**src/rtl/pipeline_hazard_ctrl_pkg.sv**
```systemverilog
// Shared types and constants for the pipeline stall/flush controller.
// The control bundle keeps the eight latch controls together so priority cases assign them as one word.
package pipeline_hazard_ctrl_pkg;

    typedef enum logic [1:0] {
        RUN     = 2'd0,
        MEMWAIT = 2'd1,
        HALT    = 2'd2
    } hzstate_t;

    localparam logic [4:0] ZERO_REG = 5'd0;

    // Bit order is pc, IF/ID, ID/EX, EX/MEM, MEM/WB enables, then IF/ID, ID/EX, MEM/WB flushes.
    typedef struct packed {
        logic pcEn;
        logic ifidEn;
        logic idexEn;
        logic exmemEn;
        logic memwbEn;
        logic ifidFlush;
        logic idexFlush;
        logic memwbFlush;
    } hz_ctrl_t;

    localparam hz_ctrl_t CTRL_RUN    = 8'b11111_000;
    localparam hz_ctrl_t CTRL_FREEZE = 8'b00000_000;

endpackage

```
**src/rtl/pipeline_hazard_ctrl_if.sv**
```systemverilog
// Signal bundle between the pipeline datapath and the hazard controller.
// The controller connects through 'master', since it drives every latch control.
interface pipeline_hazard_ctrl_if
    import pipeline_hazard_ctrl_pkg::*;
#(
    parameter int REG_W = 5,
    parameter int CNT_W = 16
);

    logic             ihit;
    logic             dhit;
    logic             mem_dren;
    logic             mem_dwen;
    logic [REG_W-1:0] id_rs;
    logic [REG_W-1:0] id_rt;
    logic             id_uses_rt;
    logic             ex_memread;
    logic [REG_W-1:0] ex_wsel;
    logic             ex_branch_taken;
    logic             id_jump;
    logic             wb_halt;

    logic             pc_en;
    logic             ifid_en;
    logic             idex_en;
    logic             exmem_en;
    logic             memwb_en;
    logic             ifid_flush;
    logic             idex_flush;
    logic             memwb_flush;
    logic             halted;
    logic [CNT_W-1:0] stall_cnt;
    logic [CNT_W-1:0] flush_cnt;
    hzstate_t         hz_state;

    modport master (
        input  ihit, dhit, mem_dren, mem_dwen, id_rs, id_rt, id_uses_rt,
               ex_memread, ex_wsel, ex_branch_taken, id_jump, wb_halt,
        output pc_en, ifid_en, idex_en, exmem_en, memwb_en,
               ifid_flush, idex_flush, memwb_flush, halted,
               stall_cnt, flush_cnt, hz_state
    );

    modport slave (
        output ihit, dhit, mem_dren, mem_dwen, id_rs, id_rt, id_uses_rt,
               ex_memread, ex_wsel, ex_branch_taken, id_jump, wb_halt,
        input  pc_en, ifid_en, idex_en, exmem_en, memwb_en,
               ifid_flush, idex_flush, memwb_flush, halted,
               stall_cnt, flush_cnt, hz_state
    );

endinterface

```
**src/rtl/pipeline_hazard_ctrl_sat_counter.sv**
```systemverilog
// Saturating up-counter used for the stall and flush performance counters.
// The counter holds at all-ones rather than wrapping.
module sat_counter #(
    parameter int W = 16
) (
    input  logic         clk,
    input  logic         rst,
    input  logic         inc,
    input  logic         clr,
    output logic [W-1:0] cnt
);

    logic [W-1:0] cnt_q;
    logic [W-1:0] cnt_d;

    always_comb begin
        cnt_d = cnt_q;
        if (clr) begin
            cnt_d = '0;
        end else if (inc && (cnt_q != {W{1'b1}})) begin
            cnt_d = cnt_q + W'(1);
        end
    end

    always_ff @(posedge clk or posedge rst) begin
        if (rst) begin
            cnt_q <= '0;
        end else begin
            cnt_q <= cnt_d;
        end
    end

    assign cnt = cnt_q;

endmodule

```
**src/rtl/pipeline_hazard_ctrl.sv**
```systemverilog
// Central stall/flush controller for the 5-stage pipeline.
// Latch controls are combinational from state and hazard inputs; only state, halted and counters are registered.
module pipeline_hazard_ctrl
    import pipeline_hazard_ctrl_pkg::*;
#(
    parameter int REG_W = 5,
    parameter int CNT_W = 16
) (
    input  logic                   CLK,
    input  logic                   RST,
    pipeline_hazard_ctrl_if.master hz
);

    hzstate_t  state_q;
    hzstate_t  state_d;
    logic      halted_q;
    logic      halted_d;
    hz_ctrl_t  ctrl;
    logic      loadUse;
    logic      dwait;
    logic      stallInc;
    logic      flushInc;

    // A load into $0 never creates a real dependency.
    assign loadUse = hz.ex_memread
                   && (hz.ex_wsel != REG_W'(ZERO_REG))
                   && ((hz.ex_wsel == hz.id_rs)
                       || (hz.id_uses_rt && (hz.ex_wsel == hz.id_rt)));

    assign dwait = (hz.mem_dren || hz.mem_dwen) && !hz.dhit;

    always_comb begin
        ctrl    = CTRL_RUN;
        state_d = state_q;
        if (state_q == HALT) begin
            ctrl    = CTRL_FREEZE;
            state_d = HALT;
        end else begin
            state_d = RUN;
            if (hz.wb_halt) begin
                ctrl    = CTRL_FREEZE;
                state_d = HALT;
            end else if (dwait) begin
                ctrl.pcEn       = 1'b0;
                ctrl.ifidEn     = 1'b0;
                ctrl.idexEn     = 1'b0;
                ctrl.exmemEn    = 1'b0;
                ctrl.memwbFlush = 1'b1;
                state_d         = MEMWAIT;
            end else if (hz.ex_branch_taken) begin
                ctrl.ifidFlush = 1'b1;
                ctrl.idexFlush = 1'b1;
            end else if (loadUse) begin
                ctrl.pcEn      = 1'b0;
                ctrl.ifidEn    = 1'b0;
                ctrl.idexFlush = 1'b1;
            end else if (hz.id_jump) begin
                // A jump fetched alongside an imem miss must still hold the PC.
                ctrl.pcEn      = hz.ihit;
                ctrl.ifidFlush = 1'b1;
            end else if (!hz.ihit) begin
                ctrl.pcEn      = 1'b0;
                ctrl.ifidFlush = 1'b1;
            end
        end
    end

    assign halted_d = (state_d == HALT);

    always_ff @(posedge CLK or posedge RST) begin
        if (RST) begin
            state_q  <= RUN;
            halted_q <= 1'b0;
        end else begin
            state_q  <= state_d;
            halted_q <= halted_d;
        end
    end

    assign stallInc = (state_q != HALT) && !ctrl.pcEn;
    assign flushInc = (state_q != HALT) && (ctrl.ifidFlush || ctrl.idexFlush);

    sat_counter #(.W(CNT_W)) u_stall_cnt (
        .clk (CLK),
        .rst (RST),
        .inc (stallInc),
        .clr (1'b0),
        .cnt (hz.stall_cnt)
    );

    sat_counter #(.W(CNT_W)) u_flush_cnt (
        .clk (CLK),
        .rst (RST),
        .inc (flushInc),
        .clr (1'b0),
        .cnt (hz.flush_cnt)
    );

    assign hz.pc_en       = ctrl.pcEn;
    assign hz.ifid_en     = ctrl.ifidEn;
    assign hz.idex_en     = ctrl.idexEn;
    assign hz.exmem_en    = ctrl.exmemEn;
    assign hz.memwb_en    = ctrl.memwbEn;
    assign hz.ifid_flush  = ctrl.ifidFlush;
    assign hz.idex_flush  = ctrl.idexFlush;
    assign hz.memwb_flush = ctrl.memwbFlush;
    assign hz.halted      = halted_q;
    assign hz.hz_state    = state_q;

endmodule
```
**src/flat_wrapper.sv**
```systemverilog
// flat-port wrapper written by rule: the top's interface ports become plain ports
module pipeline_hazard_ctrl_flat import pipeline_hazard_ctrl_pkg::*;
#(
    parameter int REG_W = 5,
    parameter int CNT_W = 16
)
  (CLK, RST, hz_ihit, hz_dhit, hz_mem_dren, hz_mem_dwen, hz_id_rs, hz_id_rt, hz_id_uses_rt, hz_ex_memread, hz_ex_wsel, hz_ex_branch_taken, hz_id_jump, hz_wb_halt, hz_pc_en, hz_ifid_en, hz_idex_en, hz_exmem_en, hz_memwb_en, hz_ifid_flush, hz_idex_flush, hz_memwb_flush, hz_halted, hz_stall_cnt, hz_flush_cnt, hz_hz_state);
  pipeline_hazard_ctrl_if #(.REG_W(REG_W), .CNT_W(CNT_W)) hz_i ();
  input  logic CLK;
  input  logic RST;
  input wire logic [$bits(hz_i.ihit)-1:0] hz_ihit;
  input wire logic [$bits(hz_i.dhit)-1:0] hz_dhit;
  input wire logic [$bits(hz_i.mem_dren)-1:0] hz_mem_dren;
  input wire logic [$bits(hz_i.mem_dwen)-1:0] hz_mem_dwen;
  input wire logic [$bits(hz_i.id_rs)-1:0] hz_id_rs;
  input wire logic [$bits(hz_i.id_rt)-1:0] hz_id_rt;
  input wire logic [$bits(hz_i.id_uses_rt)-1:0] hz_id_uses_rt;
  input wire logic [$bits(hz_i.ex_memread)-1:0] hz_ex_memread;
  input wire logic [$bits(hz_i.ex_wsel)-1:0] hz_ex_wsel;
  input wire logic [$bits(hz_i.ex_branch_taken)-1:0] hz_ex_branch_taken;
  input wire logic [$bits(hz_i.id_jump)-1:0] hz_id_jump;
  input wire logic [$bits(hz_i.wb_halt)-1:0] hz_wb_halt;
  output wire logic [$bits(hz_i.pc_en)-1:0] hz_pc_en;
  output wire logic [$bits(hz_i.ifid_en)-1:0] hz_ifid_en;
  output wire logic [$bits(hz_i.idex_en)-1:0] hz_idex_en;
  output wire logic [$bits(hz_i.exmem_en)-1:0] hz_exmem_en;
  output wire logic [$bits(hz_i.memwb_en)-1:0] hz_memwb_en;
  output wire logic [$bits(hz_i.ifid_flush)-1:0] hz_ifid_flush;
  output wire logic [$bits(hz_i.idex_flush)-1:0] hz_idex_flush;
  output wire logic [$bits(hz_i.memwb_flush)-1:0] hz_memwb_flush;
  output wire logic [$bits(hz_i.halted)-1:0] hz_halted;
  output wire logic [$bits(hz_i.stall_cnt)-1:0] hz_stall_cnt;
  output wire logic [$bits(hz_i.flush_cnt)-1:0] hz_flush_cnt;
  output wire logic [$bits(hz_i.hz_state)-1:0] hz_hz_state;
  assign hz_i.ihit = hz_ihit;
  assign hz_i.dhit = hz_dhit;
  assign hz_i.mem_dren = hz_mem_dren;
  assign hz_i.mem_dwen = hz_mem_dwen;
  assign hz_i.id_rs = hz_id_rs;
  assign hz_i.id_rt = hz_id_rt;
  assign hz_i.id_uses_rt = hz_id_uses_rt;
  assign hz_i.ex_memread = hz_ex_memread;
  assign hz_i.ex_wsel = hz_ex_wsel;
  assign hz_i.ex_branch_taken = hz_ex_branch_taken;
  assign hz_i.id_jump = hz_id_jump;
  assign hz_i.wb_halt = hz_wb_halt;
  assign hz_pc_en = hz_i.pc_en;
  assign hz_ifid_en = hz_i.ifid_en;
  assign hz_idex_en = hz_i.idex_en;
  assign hz_exmem_en = hz_i.exmem_en;
  assign hz_memwb_en = hz_i.memwb_en;
  assign hz_ifid_flush = hz_i.ifid_flush;
  assign hz_idex_flush = hz_i.idex_flush;
  assign hz_memwb_flush = hz_i.memwb_flush;
  assign hz_halted = hz_i.halted;
  assign hz_stall_cnt = hz_i.stall_cnt;
  assign hz_flush_cnt = hz_i.flush_cnt;
  assign hz_hz_state = hz_i.hz_state;
  pipeline_hazard_ctrl #(.REG_W(REG_W), .CNT_W(CNT_W)) u_core (.CLK(CLK), .RST(RST), .hz(hz_i));
endmodule
```
**config.mk**
```make
export PLATFORM = sky130hd
export DESIGN_NAME = pipeline_hazard_ctrl_flat
export DESIGN_NICKNAME = d
export VERILOG_FILES = /design/src/rtl/pipeline_hazard_ctrl_pkg.sv /design/src/rtl/pipeline_hazard_ctrl_if.sv /design/src/rtl/pipeline_hazard_ctrl_sat_counter.sv /design/src/rtl/pipeline_hazard_ctrl.sv /design/src/flat_wrapper.sv
export SDC_FILE = /design/constraint.sdc
export NUM_CORES = 1
export LEC_CHECK = 0
export BUFFER_PORTS_ARGS = -buffer_cell sky130_fd_sc_hd__buf_2
export CORE_MARGIN = 2
export CORE_UTILIZATION = 55
export DETAILED_ROUTE_END_ITERATION = 10
export PLACE_DENSITY = 0.85
export SLEW_MARGIN = 25
export SYNTH_ARGS = -nofsm -noshare
export SYNTH_HDL_FRONTEND = slang
export SYNTH_HIERARCHICAL = 1
export SYNTH_SLANG_ARGS = --single-unit
```
**constraint.sdc**
```tcl
create_clock -name CLK -period 4.9 [get_ports CLK]
set_clock_uncertainty 0.15 [all_clocks]
set_input_delay 0.98 -clock CLK [delete_from_list [all_inputs] [get_ports CLK]]
set_output_delay 0.98 -clock CLK [all_outputs]
set_load 0.01 [all_outputs]
```
# Word level (Yosys, flattened, before mapping)
# Cells that the tools add are included.
word_totals:
  regBits: 35
  output_inout_bits: 43
  wordCells: 48
op_classes:
  addsub: 2
  eq_ne: 7
  muxes: 21
  n_reduce_logical: 14
op_table:
  columns: ["op", "count"]
  rows:
  - ["adder 16 x 1 -> 16 bit (second input constant)", 2]
  - ["!= test 16 bit (second input constant)", 2]
  - ["two-way mux 2 bit", 7]
  - ["two-way mux 1 bit", 11]
  - ["equality test 5 bit", 2]
  - ["logical AND 1 bit", 8]
  - ["two-way mux 8 bit", 1]
  - ["nonzero test 5 bit", 1]
  - ["equality test 2 bit (second input constant)", 2]
  - ["two-way mux 4 bit", 1]
  - ["logical OR 1 bit", 3]
  - ["two-way mux 3 bit", 1]
  - ["logical NOT 1 bit", 2]
  - ["!= test 2 bit (second input constant)", 1]

# Longest topological paths before layout
# Gate-level depths: netlist of run 1.
logic_depth:
  ltp_word: 12
  depth_mapped: 9
  depth_no_buf: 8

# Modules after synthesis
# Netlist of run 1, hierarchy kept.
modules_own_cells:
  columns: ["module", "n_inst", "cells_per_inst", "area_per_inst_um2"]
  rows:
  - ["sat_counter", 2, 101, 932.1]
  - ["pipeline_hazard_ctrl", 1, 46, 356.6]

# Worst setup path after synthesis of run 1
# No wires, ideal clock.
synth_path:
  path_type: "input-to-reg"
  startpoint: "input port hz_mem_dwen"
  endpoint: "register u_core.u_flush_cnt.cnt_q[13] (netlist: u_core/u_flush_cnt/cnt[13])"
  setup_ns: 0.077
  t_arrival_ns: 3.250
  required_time_ns: 4.673
  setup_slack_ns: 1.423
  path_stages: 9
  path_buffers: 1
  path_cell_list: "o21ba_2 > nor3_1 > o21ai_0 > o21ai_1 > clkbuf_2 > nand3_1 > or4_4 > or4_1 > a21oi_1"
synth_between:
  elab_chain_len: 8
synth_lines:
  columns: ["item", "line", "source"]
  rows:
  - ["start: declaration", "flat_wrapper.sv:14", "input wire logic [$bits(hz_i.mem_dwen)-1:0] hz_mem_dwen;"]
  - ["logical OR 1 bit", "pipeline_hazard_ctrl.sv:30", "assign dwait = (hz.mem_dren || hz.mem_dwen) && !hz.dhit;"]
  - ["logical AND 1 bit", "pipeline_hazard_ctrl.sv:30", null]
  - ["two-way mux 2 bit", "pipeline_hazard_ctrl.sv:43", "end else if (dwait) begin"]
  - ["two-way mux 3 bit", "pipeline_hazard_ctrl.sv:40", "if (hz.wb_halt) begin"]
  - ["two-way mux 8 bit", "pipeline_hazard_ctrl.sv:35", "if (state_q == HALT) begin"]
  - ["logical OR 1 bit", "pipeline_hazard_ctrl.sv:81", "assign flushInc = (state_q != HALT) && (ctrl.ifidFlush || ctrl.idexFlush);"]
  - ["logical AND 1 bit", "pipeline_hazard_ctrl.sv:81", null]
  - ["named net u_core.flushInc", "pipeline_hazard_ctrl.sv:22", "logic flushInc;"]
  - ["logical AND 1 bit", "pipeline_hazard_ctrl_sat_counter.sv:20", "end else if (inc && (cnt_q != {W{1'b1}})) begin"]
  - ["end signal: assignment", "pipeline_hazard_ctrl_sat_counter.sv:29", "cnt_q <= cnt_d;"]
  - ["end: declaration", "pipeline_hazard_ctrl_sat_counter.sv:13", "logic [W-1:0] cnt_q;"]
# The timed path passes the listed nets, and every way through them passes these cells.
# A chain may end at the register's enable or synchronous reset.

# Final worst setup path of run 1
layout_path:
  startpoint: "input port hz_wb_halt"
  endpoint: "register u_core.u_flush_cnt.cnt_q[13] (netlist: u_core/u_flush_cnt/cnt[13])"
layout_between:
  elab_chain_len: 5
layout_lines:
  columns: ["item", "line", "source"]
  rows:
  - ["start: declaration", "flat_wrapper.sv:22", "input wire logic [$bits(hz_i.wb_halt)-1:0] hz_wb_halt;"]
  - ["two-way mux 3 bit", "pipeline_hazard_ctrl.sv:40", null]
  - ["two-way mux 8 bit", "pipeline_hazard_ctrl.sv:35", null]
  - ["logical OR 1 bit", "pipeline_hazard_ctrl.sv:81", null]
  - ["logical AND 1 bit", "pipeline_hazard_ctrl.sv:81", null]
  - ["named net u_core.flushInc", "pipeline_hazard_ctrl.sv:22", null]
  - ["logical AND 1 bit", "pipeline_hazard_ctrl_sat_counter.sv:20", null]
# The timed path passes the listed nets, and every way through them passes these cells.

==> results of run 1 <==
area by class of cell:
type                       instances  area (sq um)
clock buffer                       6          72.6
fill                             316          1290
inverter                           8          30.0
multi-input combinational        197          1260
sequential                        35           876
tap                               50          62.6
timing repair buffer              69           348
stage by stage:
stage	hold slack (ns)	setup slack [ns]	utilization, %
2_1_floorplan	0.429	1.42	-
5_1_grt	0.422	1.24	67.2
4_1_cts	0.415	1.45	67.2
3_3_place_gp	0.401	1.25	65.4
6_report	0.421	1.42	67.2
3_5_place_dp	0.411	1.17	65.4
logic make-up (layout without fill, tap and decap cells):
family,count (synthesis),in the layout
compound gates,61,61
xor+xnor,10,10
fa+ha+maj,2,2
buf+inv,17,83
flops,35,35
mux,6,6
other cells,1,2
simple gates,116,116
worst min path at each step:
stage                                 endpoint  cells past startpoint  slack [ns]                       start
floorplan           u_core/u_flush_cnt/cnt[14]                      2        0.43  u_core/u_flush_cnt/cnt[14]
global placement    u_core/u_flush_cnt/cnt[14]                      2        0.40  u_core/u_flush_cnt/cnt[14]
detailed placement  u_core/u_flush_cnt/cnt[14]                      2        0.41  u_core/u_flush_cnt/cnt[14]
CTS                           u_core/hz.halted                      2        0.42                         RST
global route             u_core/hz.hz_state[1]                      2        0.42                         RST
finish                   u_core/hz.hz_state[1]                      2        0.42                         RST
critical path: cells and delay by family:
family                 cells  cell delay (ns)
AND/OR/NAND/NOR            5             1.84
AO/OA/AOI/OAI              2             0.60
buffers and inverters      1             0.11
sequential cells by signal (all words and copies together), names as in the netlist:
name	cells
u_core/u_stall_cnt/cnt	16
u_core/hz.hz_state	2
u_core/u_flush_cnt/cnt	16
u_core/hz.halted	1
synth_stat cells (3+ instances only):
cell type / instances / area [sq um]
mux2_2: 4 / 45.0
or4_1: 13 / 97.6
nor4_1: 6 / 37.5
a21oi_1: 26 / 130
buf_4: 3 / 22.5
nor2_1: 7 / 26.3
or3_1: 13 / 81.3
inv_1: 8 / 30.0
xnor2_1: 10 / 87.6
o31ai_1: 10 / 75.1
dfrtp_1: 35 / 876
o41ai_1: 4 / 35.0
o21ai_0: 11 / 55.1
nand3_1: 15 / 75.1
nand4_1: 9 / 56.3
nand2_1: 15 / 56.3
nor3_1: 10 / 50.1
nand2b_1: 6 / 37.5
nor2b_1: 7 / 43.8
per-layer routing:
| layer | share of wire (%) | up-vias | routed length [um] | global-route usage, % |
|---|---|---|---|---|
| li1 | - | 1076 | - | - |
| met4 | 1.9 | 0 | 99 | 11.2 |
| met5 | 0 | - | 0 | 0 |
| met3 | 6.1 | 10 | 324 | 5.67 |
| met2 | 48 | 89 | 2560 | 39.0 |
| met1 | 44 | 1043 | 2360 | 32.0 |
where the power goes:
part	switching, W	internal [W]
clock network	0.0000955	0.0000946
registers	0.00000000000326	0.000289
logic	0.0000231	0.0000165
==> impl_metrics.env, run 1 <==
export IMPL_die_h_um=67.5
export IMPL_drt_total_wl_um=5350
export IMPL_finalNonFillerCells=365
export IMPL_synth_fa_ha_area_share_pct=1.13
export IMPL_synthCells=248
export IMPL_path_cells="buf_2 > or2_1 > or3_1 > o21ai_1 > nand3_1 > or4_4 > or4_1 > a21oi_1"
export IMPL_wl_per_cell_um=14.6
export IMPL_drt_iter0_drc=134
export IMPL_drive_gt1_share_pct=28.9
export IMPL_hpwl_um=3830
export IMPL_grt_pass1_vias=1917
export IMPL_crit_start="hz_wb_halt"
export IMPL_gp_congestion=0.865
export IMPL_hold_class="in2async"
export IMPL_final_common_cell="buf_2"
export IMPL_synthMuxAreaShare_pct=2.93
export IMPL_reg2reg_depth=8
export IMPL_endpoint_kind="flop"
export IMPL_viasPerCell=6.08
export IMPL_arrival_ns=3.54
export IMPL_relSlewSlack_pct=53.7
export IMPL_required_ns=4.96
export IMPL_cts_path_max_buffers=2
export IMPL_dr_pass1_iters=4
export IMPL_insertion_delay_ns=0.29
export IMPL_grt_usage_pct=24.7
export IMPL_final_area_sq_um=2650
export IMPL_r2r_start="u_core/hz.hz_state[1]"
export IMPL_cts_setup_buffers=0
export IMPL_syn2layout_area_growth_pct=19.3
export IMPL_ys_flop_type="dfrtp_1"
export IMPL_die_area_sq_um=4560
export IMPL_port_buffers=68
export IMPL_leakagePower_nw=1.14
export IMPL_grt_start_max_net_pins=20
export IMPL_vias=2218
export IMPL_synth_top_family_by_area="simple AND/OR/NAND/NOR gates"
export IMPL_reg2reg_slack_ns=1.68
export IMPL_finalSetupViolCount=0
export IMPL_worstSetupStartpointType="input pin"
export IMPL_syn_area_per_cell_sq_um=8.96
export IMPL_worst_slew_pin_slew_ns=0.688
export IMPL_ir_drop_uv=131
export IMPL_io_pins=69
export IMPL_ys_warn_count=6
export IMPL_start_util_pct=56.3
export IMPL_rows=23
export IMPL_cts_sinks=35
export IMPL_overflow=0
export IMPL_dp_cells=359
export IMPL_postSynth_asyncResetShare_pct=100
export IMPL_timing_rr_end="u_core/u_flush_cnt/cnt[13]"
export IMPL_power_total_w=0.000519
export IMPL_final_hold_viol_count=0
export IMPL_most_common_layout_cells="68 x buf_2, 35 x dfrtp_1, 26 x a21oi_1, 15 x nand3_1, 15 x nand2_1"
export IMPL_crit_path_end="u_core/u_flush_cnt/cnt[13]"
export IMPL_core_sq_um=3940
export IMPL_powerDensity_nw_per_um2=196
export IMPL_maxSlewViolCount=0
export IMPL_cp_slowest_cell="or4_4"
export IMPL_insertedDiodeCount=0
export IMPL_seq_area_frac_synth_pct=39.4
export IMPL_fmax_ghz=0.287
export IMPL_ys_ff_latch=35
export IMPL_rsz0062_at_grt="false"
export IMPL_synth_xor_area_share_pct=3.94
export IMPL_htreeDepth=2
export IMPL_synth_compound_area_share_pct=16.6
export IMPL_critPathMaxFanout=8
export IMPL_drc_errors=0
export IMPL_cts_root_buf="clkbuf_8"
export IMPL_crit_type="in2reg"
export IMPL_ant_nets=0
export IMPL_path_clk_slew_ns=0.06
export IMPL_grt_pass1_wl_um=8520
export IMPL_synthSimpleGateAreaFrac_pct=31.9
export IMPL_ctsHoldBuffers=0
export IMPL_fin_crit_ns=3.48
export IMPL_ctsResizeCount=0
export IMPL_syn_cell_area_sq_um=2220
export IMPL_placed_area_sq_um=2580
export IMPL_cts_tree="built"
export IMPL_cts_buffers=5
export IMPL_fin_nets=344
export IMPL_fin_setup_tns_ns=0
export IMPL_synth_edf_count=0
export IMPL_ys_types=42
export IMPL_final_period_utilization_pct=71.0
export IMPL_maxCapViolCount=0
export IMPL_die_x_um=67.5
export IMPL_slowest_delay_ns=0.50
export IMPL_status="completed"
export IMPL_grt_antenna_before_repair=0
Power figures use the tool's default switching activity.
==> run 2: changes to the inputs <==
--- a/config.mk
+++ b/config.mk
@@ -7,9 +7,9 @@
 export LEC_CHECK = 0
 export BUFFER_PORTS_ARGS = -buffer_cell sky130_fd_sc_hd__buf_2
 export CORE_MARGIN = 2
-export CORE_UTILIZATION = 55
+export CORE_UTILIZATION = 51
 export DETAILED_ROUTE_END_ITERATION = 10
-export PLACE_DENSITY = 0.85
+export PLACE_DENSITY = 0.8
 export SLEW_MARGIN = 25
 export SYNTH_ARGS = -nofsm -noshare
 export SYNTH_HDL_FRONTEND = slang
==> constraint.sdc (replaced) <==
create_clock -name CLK -period 3.5 [get_ports CLK]
set_clock_uncertainty 0.15 [all_clocks]
set_input_delay 0.7 -clock CLK [delete_from_list [all_inputs] [get_ports CLK]]
set_output_delay 0.7 -clock CLK [all_outputs]
set_load 0.01 [all_outputs]
==> run 2 against run 1 <==
  * Global-route usage shrank 2.5 points
  * Utilization shrank 1.4 points
  * Clock power grew 56%
  * Wire length shrank 3.7%
  * Combinational power grew 38%
  * Via count shrank 1.2%
  * Final cell count grew 1.1%
  * Sequential power grew 40%
  * Sequential share of layout area shrank 0.46 points
  * Setup slack lost 0.79 ns
  * Worst hold slack lost 0.28 ns
  * First-iteration DRC count grew 63%
  * Largest power group unchanged
==> impl_metrics.env, run 2 (same netlist as run 1, synthesis figures left out) <==
export IMPL_fin_nets=347
export IMPL_placed_area_sq_um=2600
export IMPL_drt_total_wl_um=5150
export IMPL_overflow=0
export IMPL_insertedDiodeCount=0
export IMPL_ant_nets=0
export IMPL_final_period_utilization_pct=82.1
export IMPL_cts_path_max_buffers=2
export IMPL_endpoint_kind="flop"
export IMPL_hold_class="in2async"
export IMPL_grt_start_max_net_pins=20
export IMPL_worst_slew_pin_slew_ns=0.763
export IMPL_switchingPower_w=0.000173
export IMPL_powerDensity_nw_per_um2=281
export IMPL_grt_busiest_layer="met2"
export IMPL_rows=23
export IMPL_htreeDepth=2
export IMPL_drt_iter0_drc=219
export IMPL_power_frac_clock_pct=39.2
export IMPL_final_area_sq_um=2690
export IMPL_cts_setup_buffers=0
export IMPL_cts_root_buf="clkbuf_8"
export IMPL_vias=2192
export IMPL_die_h_um=70.0
export IMPL_grt_antenna_before_repair=0
export IMPL_setup_ws_ns=0.627
export IMPL_final_hold_viol_count=0
export IMPL_final_common_cell="buf_2"
export IMPL_grtUsageMet2_pct=35.8
export IMPL_start_util_pct=54.3
export IMPL_grt_pass1_wl_um=8950
export IMPL_gp_congestion=0.816
export IMPL_pre_cts_ws_ns=0.333
export IMPL_port_buffers=68
export IMPL_viasPerCell=5.94
export IMPL_status="completed"
export IMPL_dr_pass1_iters=4
export IMPL_finalNonFillerCells=369
export IMPL_met1_usage_pct=29.5
export IMPL_die_x_um=70.0
export IMPL_grtUsageMet3_pct=5.34
export IMPL_insertion_delay_ns=0.29
export IMPL_fin_setup_tns_ns=0
export IMPL_rsz0062_at_grt="false"
export IMPL_fin_crit_ns=2.87
export IMPL_ctsResizeCount=0
export IMPL_grt_pass1_vias=2034
export IMPL_finalSetupViolCount=0
export IMPL_drive_gt1_share_pct=30.1
export IMPL_n_fill_cell=366
export IMPL_required_ns=3.56
export IMPL_share_comb_of_total_power_pct=7.2
export IMPL_arrival_ns=2.93
export IMPL_ctsHoldBuffers=0
export IMPL_syn2layout_area_growth_pct=21.0
export IMPL_wl_per_cell_um=13.9
export IMPL_dp_cells=362
export IMPL_crit_type="in2reg"
export IMPL_drc_errors=0
export IMPL_worstSetupStartpointType="input pin"
export IMPL_critPathMaxFanout=6
export IMPL_most_common_layout_cells="68 x buf_2, 35 x dfrtp_1, 26 x a21oi_1, 15 x nand3_1, 15 x nand2_1"
export IMPL_swShare_pct=22.9
export IMPL_hpwl_um=3840
export IMPL_die_area_sq_um=4900
export IMPL_cts_sinks=35
export IMPL_leakagePower_nw=1.17
export IMPL_io_pins=69
export IMPL_maxCapViolCount=0
export IMPL_core_sq_um=4090
export IMPL_cts_buffers=5
export IMPL_fmax_ghz=0.348
export IMPL_path_clk_slew_ns=0.07
export IMPL_grt_usage_pct=22.2
export IMPL_cellInternalPower_w=0.000582
export IMPL_hold_slack_ns=0.139
export IMPL_maxSlewViolCount=0
export IMPL_cts_tree="built"
export IMPL_ir_drop_uv=141
export IMPL_relSlewSlack_pct=48.7
export IMPL_seqPwrFrac_pct=53.6
[run 2: changes by cell type in the layout (fill, tap and decap cells not counted), sizes merged]
cell    previous run  this run
clkinv             0         1
buf               69        72
[run 2: area by class of cell]
type,instances,area [sq um],share of cell area [%]
clock inverters,1,5.00,0.186
multi-input cells,197,1260,46.9
well taps,50,62.6,2.33
flip-flops and latches,35,876,32.6
inverters,8,30.0,1.12
repair buffers,72,370,13.8
clock buffers,6,82.6,3.07
[run 2: power by group through the flow]
stage                     logic [W]  clock network [W]  registers [W]
after CTS                 0.0000537           0.000306       0.000404
after global routing      0.0000629           0.000321       0.000404
after detailed placement  0.0000536                  0       0.000412
after global placement    0.0000526                  0       0.000412
after floorplan           0.0000332                  0       0.000412
final                     0.0000545           0.000296       0.000404
[run 2: path summary, 6_finish.rpt]
kind                                       startpoint                    endpoint  slack [ns]  depth (start not counted)
setup / recovery                        hz_ex_wsel[2]  u_core/u_stall_cnt/cnt[13]        0.63                          9
hold / removal                                    RST       u_core/hz.hz_state[1]        0.14                          2
setup reg to reg                u_core/hz.hz_state[1]  u_core/u_flush_cnt/cnt[13]        0.64                          8
hold reg to reg            u_core/u_stall_cnt/cnt[14]  u_core/u_stall_cnt/cnt[14]        0.42                          2
max in group asynchronous                         RST  u_core/u_flush_cnt/cnt[14]        2.43                          2
min in group CLK           u_core/u_stall_cnt/cnt[14]  u_core/u_stall_cnt/cnt[14]        0.42                          2
[run 2: critical path: stages]
cell and delay [ns]:
buf_2 0.13, xnor2_1 0.16, nand4_1 0.13, o22a_1 0.24
o32ai_1 0.40, nand3_1 0.16, or4_4 0.46, or4_1 0.41
a21oi_1 0.15
[run 2: metrics by stage]
stage	total power (W)	util [%]
after detailed placement	0.000466	63.6
after global routing	0.000788	65.8
after global placement	0.000465	63.6
after floorplan	0.000445	-
after CTS	0.000764	65.8
final	0.000755	65.8
[run 2: layer usage]
metal | vias up | wire length (um)
met5 | - | 0
met1 | 1030 | 2410
li1 | 1082 | -
met3 | 6 | 316
met4 | 0 | 59
met2 | 74 | 2360
==> run 3: changes to the inputs <==
--- a/config.mk
+++ b/config.mk
@@ -7,9 +7,9 @@
 export LEC_CHECK = 0
 export BUFFER_PORTS_ARGS = -buffer_cell sky130_fd_sc_hd__buf_2
 export CORE_MARGIN = 2
-export CORE_UTILIZATION = 51
+export CORE_UTILIZATION = 46
 export DETAILED_ROUTE_END_ITERATION = 10
-export PLACE_DENSITY = 0.8
+export PLACE_DENSITY = 0.76
 export SLEW_MARGIN = 25
 export SYNTH_ARGS = -nofsm -noshare
 export SYNTH_HDL_FRONTEND = slang
==> constraint.sdc (replaced) <==
create_clock -name CLK -period 2.4 [get_ports CLK]
set_clock_uncertainty 0.15 [all_clocks]
set_input_delay 0.48 -clock CLK [delete_from_list [all_inputs] [get_ports CLK]]
set_output_delay 0.48 -clock CLK [all_outputs]
set_load 0.01 [all_outputs]
==> run 3 against run 2 <==
  * The run now ends with setup timing left
  * Power up 50%
  * First-iteration DRC count increased by 8.7%
  * Die area grew 10%
  * Final cell count increased by 11%
  * Sequential power grew 46%
  * Critical path depth is 1 lower
  * Utilization is 5.8 points higher
  * Clock power is 45% higher
  * Sequential cell count unchanged
==> impl_metrics.env, run 3 (same netlist as run 1, synthesis figures left out) <==
export IMPL_status="finished with violations"
export IMPL_violations="setup timing"
export IMPL_grtUsageMet3_pct=5.21
export IMPL_fin_setup_tns_ns=-2.32
export IMPL_drive_gt1_share_pct=50.3
export IMPL_endpoint_kind="flop"
export IMPL_grt_busiest_layer="met2"
export IMPL_insertion_delay_ns=0.28
export IMPL_fmax_ghz=0.376
export IMPL_overflow=0
export IMPL_fin_crit_ns=2.66
export IMPL_vias=2371
export IMPL_port_buffers=68
export IMPL_grt_pass1_vias=2164
export IMPL_die_area_sq_um=5400
export IMPL_insertedDiodeCount=0
export IMPL_fin_nets=382
export IMPL_maxCapViolCount=0
export IMPL_arrival_ns=2.73
export IMPL_required_ns=2.47
export IMPL_syn2layout_area_growth_pct=51.2
export IMPL_worstSetupStartpointType="flop"
export IMPL_drt_iter0_drc=238
export IMPL_ant_nets=0
export IMPL_slowest_delay_ns=0.47
export IMPL_cts_root_buf="clkbuf_8"
export IMPL_crit_family="simple AND/OR/NAND/NOR gates"
export IMPL_power_frac_clock_pct=38.0
export IMPL_cp_slowest_cell="or4_4"
export IMPL_grt_pass1_wl_um=9380
export IMPL_grt_usage_pct=21.9
export IMPL_met1_usage_pct=29.1
export IMPL_path_cells="nor2b_4 > or2_1 > or3_4 > o21ai_4 > nand3_4 > or4_4 > or4_4 > a21oi_2"
export IMPL_relSlewSlack_pct=53.8
export IMPL_setup_ws_ns=-0.262
export IMPL_worst_slew_pin_slew_ns=0.687
export IMPL_drt_total_wl_um=6310
export IMPL_die_x_um=73.5
export IMPL_cellInternalPower_w=0.000866
export IMPL_crit_buf_inv=0
export IMPL_cts_buffers=5
export IMPL_crit_type="reg2reg"
export IMPL_powerDensity_nw_per_um2=337
export IMPL_ir_drop_uv=242
export IMPL_core_sq_um=4690
export IMPL_critPathMaxFanout=5
export IMPL_drc_errors=0
export IMPL_rows=25
export IMPL_cts_tree="built"
export IMPL_maxSlewViolCount=0
export IMPL_dr_pass1_iters=4
export IMPL_htreeDepth=2
export IMPL_seqPwrFrac_pct=52.1
export IMPL_hold_slack_ns=0.378
export IMPL_switchingPower_w=0.000266
export IMPL_finalSetupViolCount=19
export IMPL_final_hold_viol_count=0
export IMPL_grtUsageMet2_pct=34.0
export IMPL_final_period_utilization_pct=111
export IMPL_io_pins=69
export IMPL_die_h_um=73.5
export IMPL_final_common_cell="buf_2"
export IMPL_cts_path_max_buffers=2
export IMPL_dp_cells=389
export IMPL_most_common_layout_cells="65 x buf_2, 35 x dfrtp_1, 26 x buf_4, 17 x a21oi_2"
export IMPL_hpwl_um=3960
export IMPL_grt_start_max_net_pins=20
export IMPL_path_clk_slew_ns=0.07
export IMPL_finalNonFillerCells=408
export IMPL_swShare_pct=23.5
export IMPL_rsz0062_at_grt="true"
export IMPL_viasPerCell=5.81
export IMPL_start_util_pct=47.3
export IMPL_cts_sinks=35
export IMPL_grt_antenna_before_repair=0
export IMPL_gp_congestion=0.897
export IMPL_crit_path_frequent_cell="or4_4"
export IMPL_leakagePower_nw=1.43
export IMPL_wl_per_cell_um=15.5
export IMPL_hold_class="in2reg"
export IMPL_share_comb_of_total_power_pct=9.8
## run 3: changes by cell type in the layout (fill, tap and decap cells not counted), moves of 4 or more
cell and change:
buf_4 +22, a21oi_1 -17, a21oi_2 +17, buf_6 +13
or4_4 +10, or4_1 -8, nand3_1 -5, or3_1 -4
or3_4 +4
## run 3: final cells by class
type                            count  area, sq um
Sequential cell                    35          876
Fill cell                         325         1330
Clock buffer                        6         82.6
Tap cell                           54         67.6
Inverter                            8         30.0
Timing Repair Buffer              107          707
Multi-Input combinational cell    197         1590
Clock inverter                      1         5.00
## run 3: worst paths after layout
| path | slack, ns | endpoint | start | cells past startpoint |
|---|---|---|---|---|
| worst max register to register | -0.26 | u_core/u_flush_cnt/cnt[13] | u_core/hz.hz_state[1] | 8 |
| min in group asynchronous | 0.48 | u_core/hz.hz_state[0] | RST | 3 |
| worst min-delay path | 0.38 | u_core/hz.halted | hz_wb_halt | 3 |
| max in group asynchronous | 0.99 | u_core/u_flush_cnt/cnt[2] | RST | 3 |
| worst max-delay path | -0.26 | u_core/u_flush_cnt/cnt[13] | u_core/hz.hz_state[1] | 8 |
| worst min register to register | 0.44 | u_core/u_flush_cnt/cnt[5] | u_core/u_flush_cnt/cnt[5] | 2 |
## run 3: power groups by stage
stage | sequential [W] | clock [W] | combinational [W]
global placement | 0.000601 | 0 | 0.0000866
global route | 0.000589 | 0.000474 | 0.000122
floorplan | 0.000601 | 0 | 0.0000486
CTS | 0.000589 | 0.000443 | 0.0000956
detailed placement | 0.000601 | 0 | 0.0000886
finish | 0.000590 | 0.000430 | 0.000111
## run 3: tightest hold or removal path, cell delays in order
cell and delay (ns):
buf_2 0.08, buf_4 0.12, or2_2 0.10
## run 3: what timing repair did
item / in CTS / in global routing
setup buffers: 6 / 5
pin swaps: 18 / 14
hold endpoints to repair: 3 / 0
hold buffers: 1 / 0
setup endpoints to repair: 26 / 33
gates resized for setup: 31 / 52
## run 3: metrics by stage
stage / setup WS, ns / instance area (sq um) / total power, W / utilization, %
floorplan: -0.337 / 2270 / 0.000649 / -
global placement: -0.561 / 2820 / 0.000687 / 60.1
detailed placement: -0.601 / 2820 / 0.000689 / 60.1
CTS: -0.251 / 3110 / 0.00113 / 66.3
global route: -0.305 / 3360 / 0.00118 / 71.6
finish: -0.262 / 3360 / 0.00113 / 71.6
## run 3: per-layer routing
layer	vias up	wire, um
met5	-	0
met4	0	76
met3	9	393
met2	100	3100
met1	1109	2740
li1	1153	-
